===== src/rtl/reg_dump_streamer_pkg.sv =====
// Shared types and constants for the register dump streamer.
// State encoding, frame header and word geometry.
package dump_pkg;

  localparam int         DUMP_DATA_W    = 32;
  localparam int         BYTES_PER_WORD = DUMP_DATA_W / 8;
  localparam logic [7:0] HEADER_BYTE    = 8'hA5;

  typedef enum logic [2:0] {
    S_IDLE,
    S_HEADER,
    S_ADDR,
    S_SEND,
    S_CSUM,
    S_DONE
  } dump_state_e;

endpackage


===== src/rtl/reg_dump_streamer_if.sv =====
// Byte stream from the dump engine to the UART transmitter.
// Transfer happens when tx_valid and tx_ready are both high at an edge.
interface reg_dump_streamer_if;

  logic [7:0] tx_data;
  logic       tx_valid;
  logic       tx_ready;

  modport master (
    output tx_data,
    output tx_valid,
    input  tx_ready
  );

  modport slave (
    input  tx_data,
    input  tx_valid,
    output tx_ready
  );

endinterface


===== src/rtl/reg_dump_streamer_serializer.sv =====
// Splits one register word into bytes, most significant first,
// with a valid/ready handshake and a last-byte flag.
module word_byte_serializer
  import dump_pkg::*;
#(
  parameter int NBYTES = BYTES_PER_WORD
) (
  input  logic                clk,
  input  logic                rst_n,
  input  logic                load,
  input  logic                clear,
  input  logic [8*NBYTES-1:0] word,
  output logic [7:0]          data,
  output logic                valid,
  input  logic                ready,
  output logic                last
);

  localparam int CW = (NBYTES > 1) ? $clog2(NBYTES) : 1;

  logic [8*NBYTES-1:0] sh;
  logic [CW-1:0]       idx;

  always_ff @(posedge clk or negedge rst_n) begin
    if (!rst_n) begin
      sh    <= '0;
      idx   <= '0;
      valid <= 1'b0;
    end else if (clear) begin
      idx   <= '0;
      valid <= 1'b0;
    end else if (load) begin
      sh    <= word;
      idx   <= '0;
      valid <= 1'b1;
    end else if (valid && ready) begin
      if (last) begin
        valid <= 1'b0;
      end else begin
        sh  <= sh << 8;
        idx <= idx + CW'(1);
      end
    end
  end

  assign data = sh[8*NBYTES-1 -: 8];
  assign last = (idx == CW'(NBYTES - 1));

endmodule


===== src/rtl/reg_dump_streamer.sv =====
// Walks the register file read port and streams a framed dump:
// header, every register MSB-first, then an XOR checksum byte.
module reg_dump_streamer
  import dump_pkg::*;
#(
  parameter int NUM_REGS = 32,
  parameter int ADDR_W   = 5,
  parameter int DATA_W   = DUMP_DATA_W
) (
  input  logic                clk,
  input  logic                rst_n,
  input  logic                start,
  input  logic                abort,
  output logic [ADDR_W-1:0]   rd_addr,
  input  logic [DATA_W-1:0]   rd_data,
  reg_dump_streamer_if.master tx,
  output logic                busy,
  output logic                done
);

  localparam int NB = DATA_W / 8;
  localparam logic [ADDR_W-1:0] LAST_ADDR = ADDR_W'(NUM_REGS - 1);

  dump_state_e state, nxt;

  logic [7:0] csum;
  logic       abort_q;
  logic       abort_pend;
  logic       xfer;
  logic       ser_load;
  logic       ser_clear;
  logic       ser_valid;
  logic       ser_last;
  logic [7:0] ser_data;

  assign xfer       = tx.tx_valid & tx.tx_ready;
  assign abort_pend = abort_q | abort;
  assign busy       = (state != S_IDLE);

  word_byte_serializer #(
    .NBYTES (NB)
  ) u_ser (
    .clk   (clk),
    .rst_n (rst_n),
    .load  (ser_load),
    .clear (ser_clear),
    .word  (rd_data),
    .data  (ser_data),
    .valid (ser_valid),
    .ready (tx.tx_ready),
    .last  (ser_last)
  );

  always_ff @(posedge clk or negedge rst_n) begin
    if (!rst_n) state <= S_IDLE;
    else        state <= nxt;
  end

  always_comb begin
    nxt       = state;
    ser_load  = 1'b0;
    ser_clear = 1'b0;
    done      = 1'b0;
    unique case (state)
      S_IDLE: begin
        if (start) nxt = S_HEADER;
      end
      S_HEADER: begin
        if (xfer) nxt = abort_pend ? S_IDLE : S_ADDR;
      end
      S_ADDR: begin
        nxt      = abort_pend ? S_IDLE : S_SEND;
        ser_load = !abort_pend;
      end
      S_SEND: begin
        if (xfer) begin
          if (abort_pend) begin
            nxt       = S_IDLE;
            ser_clear = 1'b1;
          end else if (ser_last) begin
            nxt = (rd_addr == LAST_ADDR) ? S_CSUM : S_ADDR;
          end
        end
      end
      S_CSUM: begin
        if (xfer) nxt = abort_pend ? S_IDLE : S_DONE;
      end
      S_DONE: begin
        nxt  = S_IDLE;
        done = !abort_pend;
      end
      default: nxt = S_IDLE;
    endcase
  end

  always_comb begin
    tx.tx_valid = 1'b0;
    tx.tx_data  = 8'h00;
    unique case (1'b1)
      (state == S_HEADER): begin
        tx.tx_valid = 1'b1;
        tx.tx_data  = HEADER_BYTE;
      end
      (state == S_SEND): begin
        tx.tx_valid = ser_valid;
        tx.tx_data  = ser_data;
      end
      (state == S_CSUM): begin
        tx.tx_valid = 1'b1;
        tx.tx_data  = csum;
      end
      default: ;
    endcase
  end

  // abort is remembered until the frame actually leaves for IDLE
  always_ff @(posedge clk or negedge rst_n) begin
    if (!rst_n) begin
      rd_addr <= '0;
      csum    <= '0;
      abort_q <= 1'b0;
    end else if (state == S_IDLE) begin
      abort_q <= 1'b0;
      if (start) begin
        rd_addr <= '0;
        csum    <= '0;
      end
    end else begin
      abort_q <= (nxt == S_IDLE) ? 1'b0 : abort_pend;
      if (state == S_SEND && xfer) begin
        csum <= csum ^ ser_data;
        if (ser_last && !abort_pend && rd_addr != LAST_ADDR)
          rd_addr <= rd_addr + ADDR_W'(1);
      end
    end
  end

endmodule


===== src/flat_wrapper.sv =====
// flat-port wrapper written by rule: the top's interface ports become plain ports
module reg_dump_streamer_flat import dump_pkg::*;
#(
  parameter int NUM_REGS = 32,
  parameter int ADDR_W   = 5,
  parameter int DATA_W   = DUMP_DATA_W
)
  (clk, rst_n, start, abort, rd_addr, rd_data, busy, done, tx_tx_data, tx_tx_valid, tx_tx_ready);
  reg_dump_streamer_if tx_i ();
  input  logic clk;
  input  logic rst_n;
  input  logic start;
  input  logic abort;
  output logic [ADDR_W-1:0] rd_addr;
  input  logic [DATA_W-1:0] rd_data;
  output logic busy;
  output logic done;
  output wire logic [$bits(tx_i.tx_data)-1:0] tx_tx_data;
  output wire logic [$bits(tx_i.tx_valid)-1:0] tx_tx_valid;
  input wire logic [$bits(tx_i.tx_ready)-1:0] tx_tx_ready;
  assign tx_tx_data = tx_i.tx_data;
  assign tx_tx_valid = tx_i.tx_valid;
  assign tx_i.tx_ready = tx_tx_ready;
  reg_dump_streamer #(.NUM_REGS(NUM_REGS), .ADDR_W(ADDR_W), .DATA_W(DATA_W)) u_core (.clk(clk), .rst_n(rst_n), .start(start), .abort(abort), .rd_addr(rd_addr), .rd_data(rd_data), .tx(tx_i), .busy(busy), .done(done));
endmodule

===== config.mk =====
export PLATFORM = sky130hd
export DESIGN_NAME = reg_dump_streamer_flat
export DESIGN_NICKNAME = d
export VERILOG_FILES = /design/src/rtl/reg_dump_streamer_pkg.sv /design/src/rtl/reg_dump_streamer_if.sv /design/src/rtl/reg_dump_streamer_serializer.sv /design/src/rtl/reg_dump_streamer.sv /design/src/flat_wrapper.sv
export SDC_FILE = /design/constraint.sdc
export NUM_CORES = 1
export LEC_CHECK = 0
export CAP_MARGIN = 30
export CELL_PAD_IN_SITES_DETAIL_PLACEMENT = 0
export CELL_PAD_IN_SITES_GLOBAL_PLACEMENT = 1
export CORE_ASPECT_RATIO = 0.5
export CORE_MARGIN = 2
export CORE_UTILIZATION = 43
export CTS_BUF_LIST = sky130_fd_sc_hd__clkbuf_4 sky130_fd_sc_hd__clkbuf_8
export CTS_CLUSTER_DIAMETER = 120
export CTS_CLUSTER_SIZE = 16
export DETAILED_ROUTE_END_ITERATION = 10
export PLACE_DENSITY_LB_ADDON = 0.12
export SLEW_MARGIN = 10
export SYNTH_ARGS = -nofsm -noshare
export SYNTH_HDL_FRONTEND = slang
export SYNTH_SLANG_ARGS = --single-unit

===== constraint.sdc =====
create_clock -name clk -period 2.6 [get_ports clk]
set_input_delay 0.52 -clock clk [delete_from_list [all_inputs] [get_ports clk]]
set_output_delay 0.52 -clock clk [all_outputs]
set_load 0.03 [all_outputs]

# [Word-level counts from Yosys, hierarchy flattened]
# Cells that the tools add are included.
# Widths: inputs -> output; s select.
[word_totals] regBits=52 latch_bits=0 ramBits=0 romBits=0 inputBits=37 output_inout_bits=16 elab_cells=81 memories=0
[classes] n_addsub=2 mul=0 n_div=0 order_cmp=0 n_eq_ne=11 n_shift=0 n_mux=38 n_bitwise=4 reduce_logical=19
[ops] cell="$mux 32" count=3
[ops] cell="$mux 3" count=8
[ops] cell="$mux 8" count=3
[ops] cell="$pmux 8 s3" count=1
[ops] cell="$mux 5" count=4
[ops] cell="$pmux 3 s5" count=1
[ops] cell="$mux 2" count=6
[ops] cell="$mux 1" count=11
[ops] cell="$reduce_bool 3->1" count=3
[ops] cell="$xor 8x8->8" count=1
[ops] cell="$eq 3x2->1 const B" count=2
[ops] cell="$eq 3x3->1 const B" count=2
[ops] cell="$logic_not 3->1" count=2
[ops] cell="$reduce_and 2->1" count=3
[ops] cell="$reduce_and 3->1" count=2
[ops] cell="$reduce_bool 2->1" count=3
[ops] cell="$add 5x1->5 const B" count=1
[ops] cell="$eq 5x5->1 const B" count=1
[ops] cell="$ne 5x5->1 const B" count=1
[ops] cell="$logic_and 1x1->1" count=4
[ops] cell="$eq 3x1->1 const B" count=1
[ops] cell="$ne 3x1->1 const B" count=1
[ops] cell="$add 2x1->2 const B" count=1
[ops] cell="$eq 2x2->1 const B" count=1
[ops] cell="8 further kinds" count=8

# [Logic depth before layout (Yosys ltp)]
# Gate-level depths: netlist (run 1).
[logic_depth] depth_word=9 depth_mapped=7 ltp_nobuf=7

# [By module]
# Synthesis (run 1) repeated with hierarchy kept, for this count alone.
[unflattened] hier_cells=262 hier_area_um2=2916.5
[by_module_without_submodules] module="word_byte_serializer" instances=1 cells_per_inst=144 area_each_um2=1778.0 seq_area_each_um2=875.8
[by_module_without_submodules] module="reg_dump_streamer" instances=1 cells_per_inst=118 area_each_um2=1138.6 seq_area_each_um2=425.4

# [Worst setup path before layout (run 1)]
# OpenSTA, ideal clock, no wires.
[synth_timing] kind="reg-to-output" startpoint="reg u_core.state[0]" endpoint="out tx_tx_valid" arrival_time_ns=1.853 required_ns=2.080 slack_ns=0.227 path_stages_with_launch=6 n_path_buf=2 cell_sequence="dfrtp_1 > clkbuf_1 > nor2b_1 > clkbuf_1 > nor2_1 > o21ai_0"
[synth_via] elab_chain_len=3 word_cells_on_any_way=5 classes_between="eq/ne (3); mux (1); reduce/logical (1)"
[synth_lines] element="from (decl)" line_no="reg_dump_streamer.sv:24" source="dump_state_e state, nxt;"
[synth_lines] element="from (signal assigned)" line_no="reg_dump_streamer.sv:56" source="else state <= nxt;"
[synth_lines] element="$eq 3x3->1 or $eq 3x1->1 (tied branches)" line_no="reg_dump_streamer.sv:108, reg_dump_streamer.sv:100"
[synth_lines] element="$reduce_or 2->1 (no source line)"
[synth_lines] element="$pmux 1 s2 (*)" line_no="reg_dump_streamer.sv:99" source="unique case (1'b1)"
[synth_lines] element="to (decl)" line_no="flat_wrapper.sv:19" source="output wire logic [$bits(tx_i.tx_valid)-1:0] tx_tx_valid;"
# Every way passes the cells marked *; elsewhere a longest branch is shown, timed or not.

# [Worst setup path in the final report (run 1)]
[layout_timing] startpoint="reg u_core.state[1]" endpoint="out tx_tx_data[1]"
[layout_via] elab_chain_len=2 word_cells_on_any_way=4 classes_between="eq/ne (3); mux (1)"
[layout_lines] element="$eq 3x3->1, or another cell as far along" line_no="reg_dump_streamer.sv:108" source="(state == S_CSUM): begin"
[layout_lines] element="$pmux 8 s3 (*)" line_no="reg_dump_streamer.sv:99"
[layout_lines] element="to (decl)" line_no="flat_wrapper.sv:18" source="output wire logic [$bits(tx_i.tx_data)-1:0] tx_tx_data;"
# Marked as above.

==> results of run 1 <==
==> worst max-delay path: cells and delay by family (launching register included) <==
family                 cells  cell delay (ns)
buffers and inverters      3             1.01
AO/OA/AOI/OAI              1             0.21
flip-flops                 1             0.42
==> state kept, by name, summed over array words and instances (netlist names) <==
signal / cells
u_core.rd_addr: 5
u_core.u_ser.valid: 1
u_core.u_ser.idx: 2
u_core.state: 3
u_core.abort_q: 1
u_core.u_ser.sh: 32
u_core.csum: 8
==> metal layers <==
layer  share of wire (%)  vias up  routed length, um
met4                 1.2        0                 71
li1                    -      964                  -
met2                  44       46               2590
met5                   0        -                  0
met1                  50      937               2940
met3                 4.5        9                261
==> synth_stat cells (5+ instances only) <==
master,n
dfrtp_1,52
mux2_4,21
clkbuf_1,8
nor2b_1,5
a21oi_1,5
a22o_1,11
nor2_1,12
nand2_1,19
xor2_1,8
nor3_1,5
o21ai_0,10
nand3_1,13
mux2_2,27
==> per-stage QoR <==
step	area, um^2	utilization [%]
after CTS	3560	58.1
after detailed placement	3470	56.6
after floorplan	2760	-
final	3580	58.5
after global placement	3470	56.6
after global routing	3580	58.5
==> final timing paths <==
kind | cells after the start | start | slack, ns | to
min in group clk | 1 | u_core.u_ser.sh[0] | 0.51 | u_core.u_ser.sh[0]
hold reg to reg | 1 | u_core.u_ser.sh[0] | 0.51 | u_core.u_ser.sh[0]
hold / removal | 1 | rst_n | 0.02 | u_core.u_ser.sh[9]
max in group asynchronous | 3 | rst_n | 1.93 | u_core.u_ser.valid
setup / recovery | 4 | u_core.state[1] | 0.13 | tx_tx_data[1]
setup reg to reg | 7 | u_core.state[1] | 0.52 | u_core.u_ser.sh[29]
==> cell families (layout without fill, tap and decap cells) <==
kind of cell	count (synthesis)	after routing	share of synthesized area (%)
AOI/OAI and AO/OA	34	34	9.29
xor gates and xnor gates	9	9	2.86
adders and majority gates	3	3	1.36
buffers and inverters	17	82	3.49
DFF	52	52	47.1
muxes	50	50	23.2
and+or+nand+nor	68	68	12.6
==> cells in the final DEF (no fill, tap or decap), types with 8 or more instances in the layout <==
| master | synthesis | final |
|---|---|---|
| a22o_1 | 11 | 11 |
| buf_4 | 2 | 18 |
| o21ai_0 | 10 | 10 |
| mux2_2 | 27 | 27 |
| xor2_1 | 8 | 8 |
| clkdlybuf4s50_1 | 0 | 42 |
| nand2_1 | 19 | 19 |
| nor2_1 | 12 | 12 |
| nand3_1 | 13 | 13 |
| dfrtp_1 | 52 | 52 |
| mux2_4 | 21 | 21 |
==> power by group through the flow <==
stage / Clock [mW] / Combinational, mW / Sequential [mW]
2_1_floorplan: 0 / 1.11 / 1.16
3_3_place_gp: 0 / 1.48 / 1.21
3_5_place_dp: 0 / 1.50 / 1.23
4_1_cts: 0.507 / 1.48 / 1.21
5_1_grt: 0.549 / 1.59 / 1.25
6_report: 0.486 / 1.46 / 1.21
==> cell type report <==
type / count / area share [%]
Multi-Input combinational cell: 164 / 38.0
Sequential cell: 52 / 36.3
Timing Repair Buffer: 72 / 19.8
Tap cell: 88 / 3.07
Clock buffer: 6 / 2.13
Clock inverter: 2 / 0.454
Inverter: 2 / 0.209
==> impl_metrics.ini, run 1 <==
[floorplanning]
num_rows = 20
coreArea_um2 = 6130
die_h_um = 60.7
die_x_um = 117
io_pins = 53
dieArea_um2 = 7110
start_util_pct = 45.0

[cells_and_area]
nFillCells = 529
regArea_um2 = 1300
finalNonFillerCells = 386
fin_nets = 337
drive_above_1_share_pct = 27.9
diodes = 0
multi_input_area_um2 = 1360
syn2layout_area_growth_pct = 29.9

[synthesis]
synth.distinct_cells = 36
synth_area_leader_cell = dfrtp_1
synth-edff-count = 0
async_flop_share_pct = 100
yosysWarnings = 0
syn_area_per_cell_um2 = 11.8
syn_inst = 233
syn_nets = 273
yosys.area.top_type_share_pct = 47.1
synth.cell_area_um2 = 2760
yosys_register_bits = 52
synth_seq_area_share_pct = 47.1
synth_area_leaders = dfrtp_1 (47%), mux2_4 (11%), mux2_2 (11%)
synthFlopType = dfrtp_1

[cts]
cts_hold_buf = 0
htreeDepth = 2
cts_inserted_buffers = 5
clkTransAtPathRegs_ns = 0.10
postCtsSetupBuffers = 0
cts_sinks = 52
clockRootBuffer = clkbuf_8
clkLatencyLatePin_ns = 0.32
cts_resized = 6
clockBufferDepth = 2
cts_tree = yes

[sta]
slew_headroom_pct = 71.9
rsz0062_at_grt = false
whs_ns = 0.0243
finalHoldViolCount = 0
setup-tns-final_ns = 0
max_freq_mhz = 405
worstMarginPinSlew_ns = 0.422
slew_viol_final = 0
worst_slack_ns = 0.128
finalCriticalPeriod_ns = 2.47
skew_ns = 0.00794
setup_viol = 0
min_period_over_period_pct = 95.1

[outcome]
outcome = complete, no violations

[setup_path]
crit_slowest_cell = clkdlybuf4s50_1
path_class = reg2out
arrival_ns = 1.95
worstPathCellList = buf_4 -> inv_1 -> a32o_1 -> clkdlybuf4s50_1
crit_required_ns = 2.08
start_kind = register
cp_max_fo = 9
crit_path_max_incr_delay_ns = 0.67
endpoint_kind = output port

[place]
port_buffers = 52
dp.cells = 377
hpwl_mm = 4.18
place_ws_ns = 0.119
gp_congestion = 0.881

[power]
clkPwrFrac_pct = 15.4
power_density_nw_per_um2 = 882
leakage_nw = 1.73
p_int_mw = 2.02
p_switching_mw = 1.14
power_frac_seq_pct = 38.3
ir_worst_vdd_mv = 0.316
switching_share_pct = 36.0
p_total_mw = 3.16
pwr-share-comb_pct = 46.3

[routing]
postRouteAntennaNets = 0
avgRoutedWirePerCell_um = 15.2
drcViolationCount = 0
routed_wl_mm = 5.86
drt_first_pass_iters = 4
vias = 1956
via_per_inst = 5.07
drt_iter0_drc = 130

[grt]
track_usage_pct = 18.3
grt_pass1_wl_mm = 10.0
antenna_found_initial = 0
grtUsageMet1_pct = 25.5
grt_max_degree = 41
met2_usage_pct = 28.4
first_global_vias = 2003
use_met3_pct = 4.51
busiest_layer = met2
grt_remaining_overflow = 0

[worst_hold_path]
min_path_type = in2async

[run]
drv_cap = 0
Note: power is estimated with default switching activity, not from simulation.
==> run 2: changes to the inputs <==
--- a/config.mk
+++ b/config.mk
@@ -5,7 +5,7 @@
 export SDC_FILE = /design/constraint.sdc
 export NUM_CORES = 1
 export LEC_CHECK = 0
-export CAP_MARGIN = 30
+export CAP_MARGIN = 10
 export CELL_PAD_IN_SITES_DETAIL_PLACEMENT = 0
 export CELL_PAD_IN_SITES_GLOBAL_PLACEMENT = 1
 export CORE_ASPECT_RATIO = 0.5
@@ -15,6 +15,7 @@
 export CTS_CLUSTER_DIAMETER = 120
 export CTS_CLUSTER_SIZE = 16
 export DETAILED_ROUTE_END_ITERATION = 10
+export GPL_ROUTABILITY_DRIVEN = 1
 export PLACE_DENSITY_LB_ADDON = 0.12
 export SLEW_MARGIN = 10
 export SYNTH_ARGS = -nofsm -noshare
==> impl_metrics.ini, run 2 (synthesis gave the netlist of run 1 again) <==
[cts]
cts_inserted_buffers = 5
clockRootBuffer = clkbuf_8
htreeDepth = 2
cts_resized = 6
clockBufferDepth = 2
cts_hold_buf = 0
clkTransAtPathRegs_ns = 0.10
clkLatencyLatePin_ns = 0.32
cts_sinks = 52
cts_tree = yes
postCtsSetupBuffers = 0

[setup_path]
cp_max_fo = 9
crit_family = buffers and inverters
endpoint_kind = output port
crit_path_max_incr_delay_ns = 0.67
crit_required_ns = 2.08
rr_worst_depth = 7
arrival_ns = 1.95
r2r_slack_ns = 0.52
cp.depth = 4
worstPathCellList = buf_4 -> inv_1 -> a32o_1 -> clkdlybuf4s50_1
start_kind = register
crit_slowest_cell = clkdlybuf4s50_1
path_class = reg2out
r2r-start = u_core.state[1]
critPathBufInv = 3
rr_endpoint = u_core.u_ser.sh[29]

[routing]
drcViolationCount = 0
via_per_inst = 5.08
drt_first_pass_iters = 4
drt_iter0_drc = 111
routed_wl_mm = 5.84
avgRoutedWirePerCell_um = 15.2
postRouteAntennaNets = 0
vias = 1957

[grt]
track_usage_pct = 18.3
grt_pass1_wl_mm = 10.0
grt_remaining_overflow = 0
antenna_found_initial = 0
first_global_vias = 2003
grt_max_degree = 41

[floorplanning]
coreArea_um2 = 6130
num_rows = 20
die_h_um = 60.7
dieArea_um2 = 7110
die_x_um = 117
io_pins = 53
start_util_pct = 45.0

[place]
port_buffers = 52
gp_congestion = 0.881
hpwl_mm = 4.18
dp.cells = 377

[cells_and_area]
diodes = 0
multi_input_area_um2 = 1360
finalNonFillerCells = 385
drive_above_1_share_pct = 27.6
regArea_um2 = 1300
final_common_cell = dfrtp_1
fin_nets = 336
reg_top3 = u_core.u_ser.sh x32, u_core.csum x8, u_core.rd_addr x5
syn2layout_area_growth_pct = 29.1
largest_register_ffs = 32
nFillCells = 531
regMostFlops = u_core.u_ser.sh
layout_common_cells = dfrtp_1 (52), clkdlybuf4s50_1 (42), mux2_2 (27)

[sta]
slew_viol_final = 0
whs_ns = 0.317
rsz0062_at_grt = false
finalHoldViolCount = 0
skew_ns = 0.00810
min_period_over_period_pct = 95.1
slew_headroom_pct = 41.4
worstMarginPinSlew_ns = 0.878
setup_viol = 0
finalCriticalPeriod_ns = 2.47
setup-tns-final_ns = 0
max_freq_mhz = 405

[power]
ir_worst_vdd_mv = 0.317
leakage_nw = 1.72
p_total_mw = 3.16
power_density_nw_per_um2 = 886

[worst_hold_path]
min_path_type = in2async

[run]
drv_cap = 0

[outcome]
outcome = complete, no violations
[run 2: layer usage]
layer	part of all wire (%)	up-vias	GRT usage, %	routed length (um)
met1	51	939	25.5	2950
met3	4.5	9	4.51	262
met2	44	46	28.4	2560
li1	-	963	-	-
met4	1.2	0	7.06	71
met5	0	-	0	0
[run 2: stage by stage]
stage / utilization [%] / setup slack, ns / cell area (um^2)
final: 58.1 / 0.129 / 3560
after global routing: 58.1 / 0.0186 / 3560
after CTS: 58.1 / 0.0156 / 3560
after detailed placement: 56.6 / 0.119 / 3470
after global placement: 56.6 / 0.147 / 3470
after floorplan: - / 0.227 / 2760
[run 2: worst max-delay path by stage]
stage | startpoint | endpoint
final | u_core.state[1] | tx_tx_data[1]
after global routing | u_core.state[1] | tx_tx_data[1]
after CTS | u_core.state[0] | tx_tx_data[4]
after detailed placement | abort | u_core.u_ser.sh[29]
after global placement | abort | u_core.u_ser.sh[29]
after floorplan | u_core.state[0] | tx_tx_valid
[run 2: cell type report]
cell class                 instances  area share (%)
clock buffer                       6            2.14
clock inverter                     2           0.456
inverter                           2           0.211
multi-input combinational        164            38.3
sequential                        52            36.5
tap                               88            3.09
timing repair buffer              71            19.3
[run 2: where the power goes]
group / switching, mW / internal [mW] / total, mW
logic: 0.688 / 0.773 / 1.46
registers: 0.167 / 1.05 / 1.21
clock network: 0.283 / 0.203 / 0.485
total: 1.14 / 2.02 / 3.16
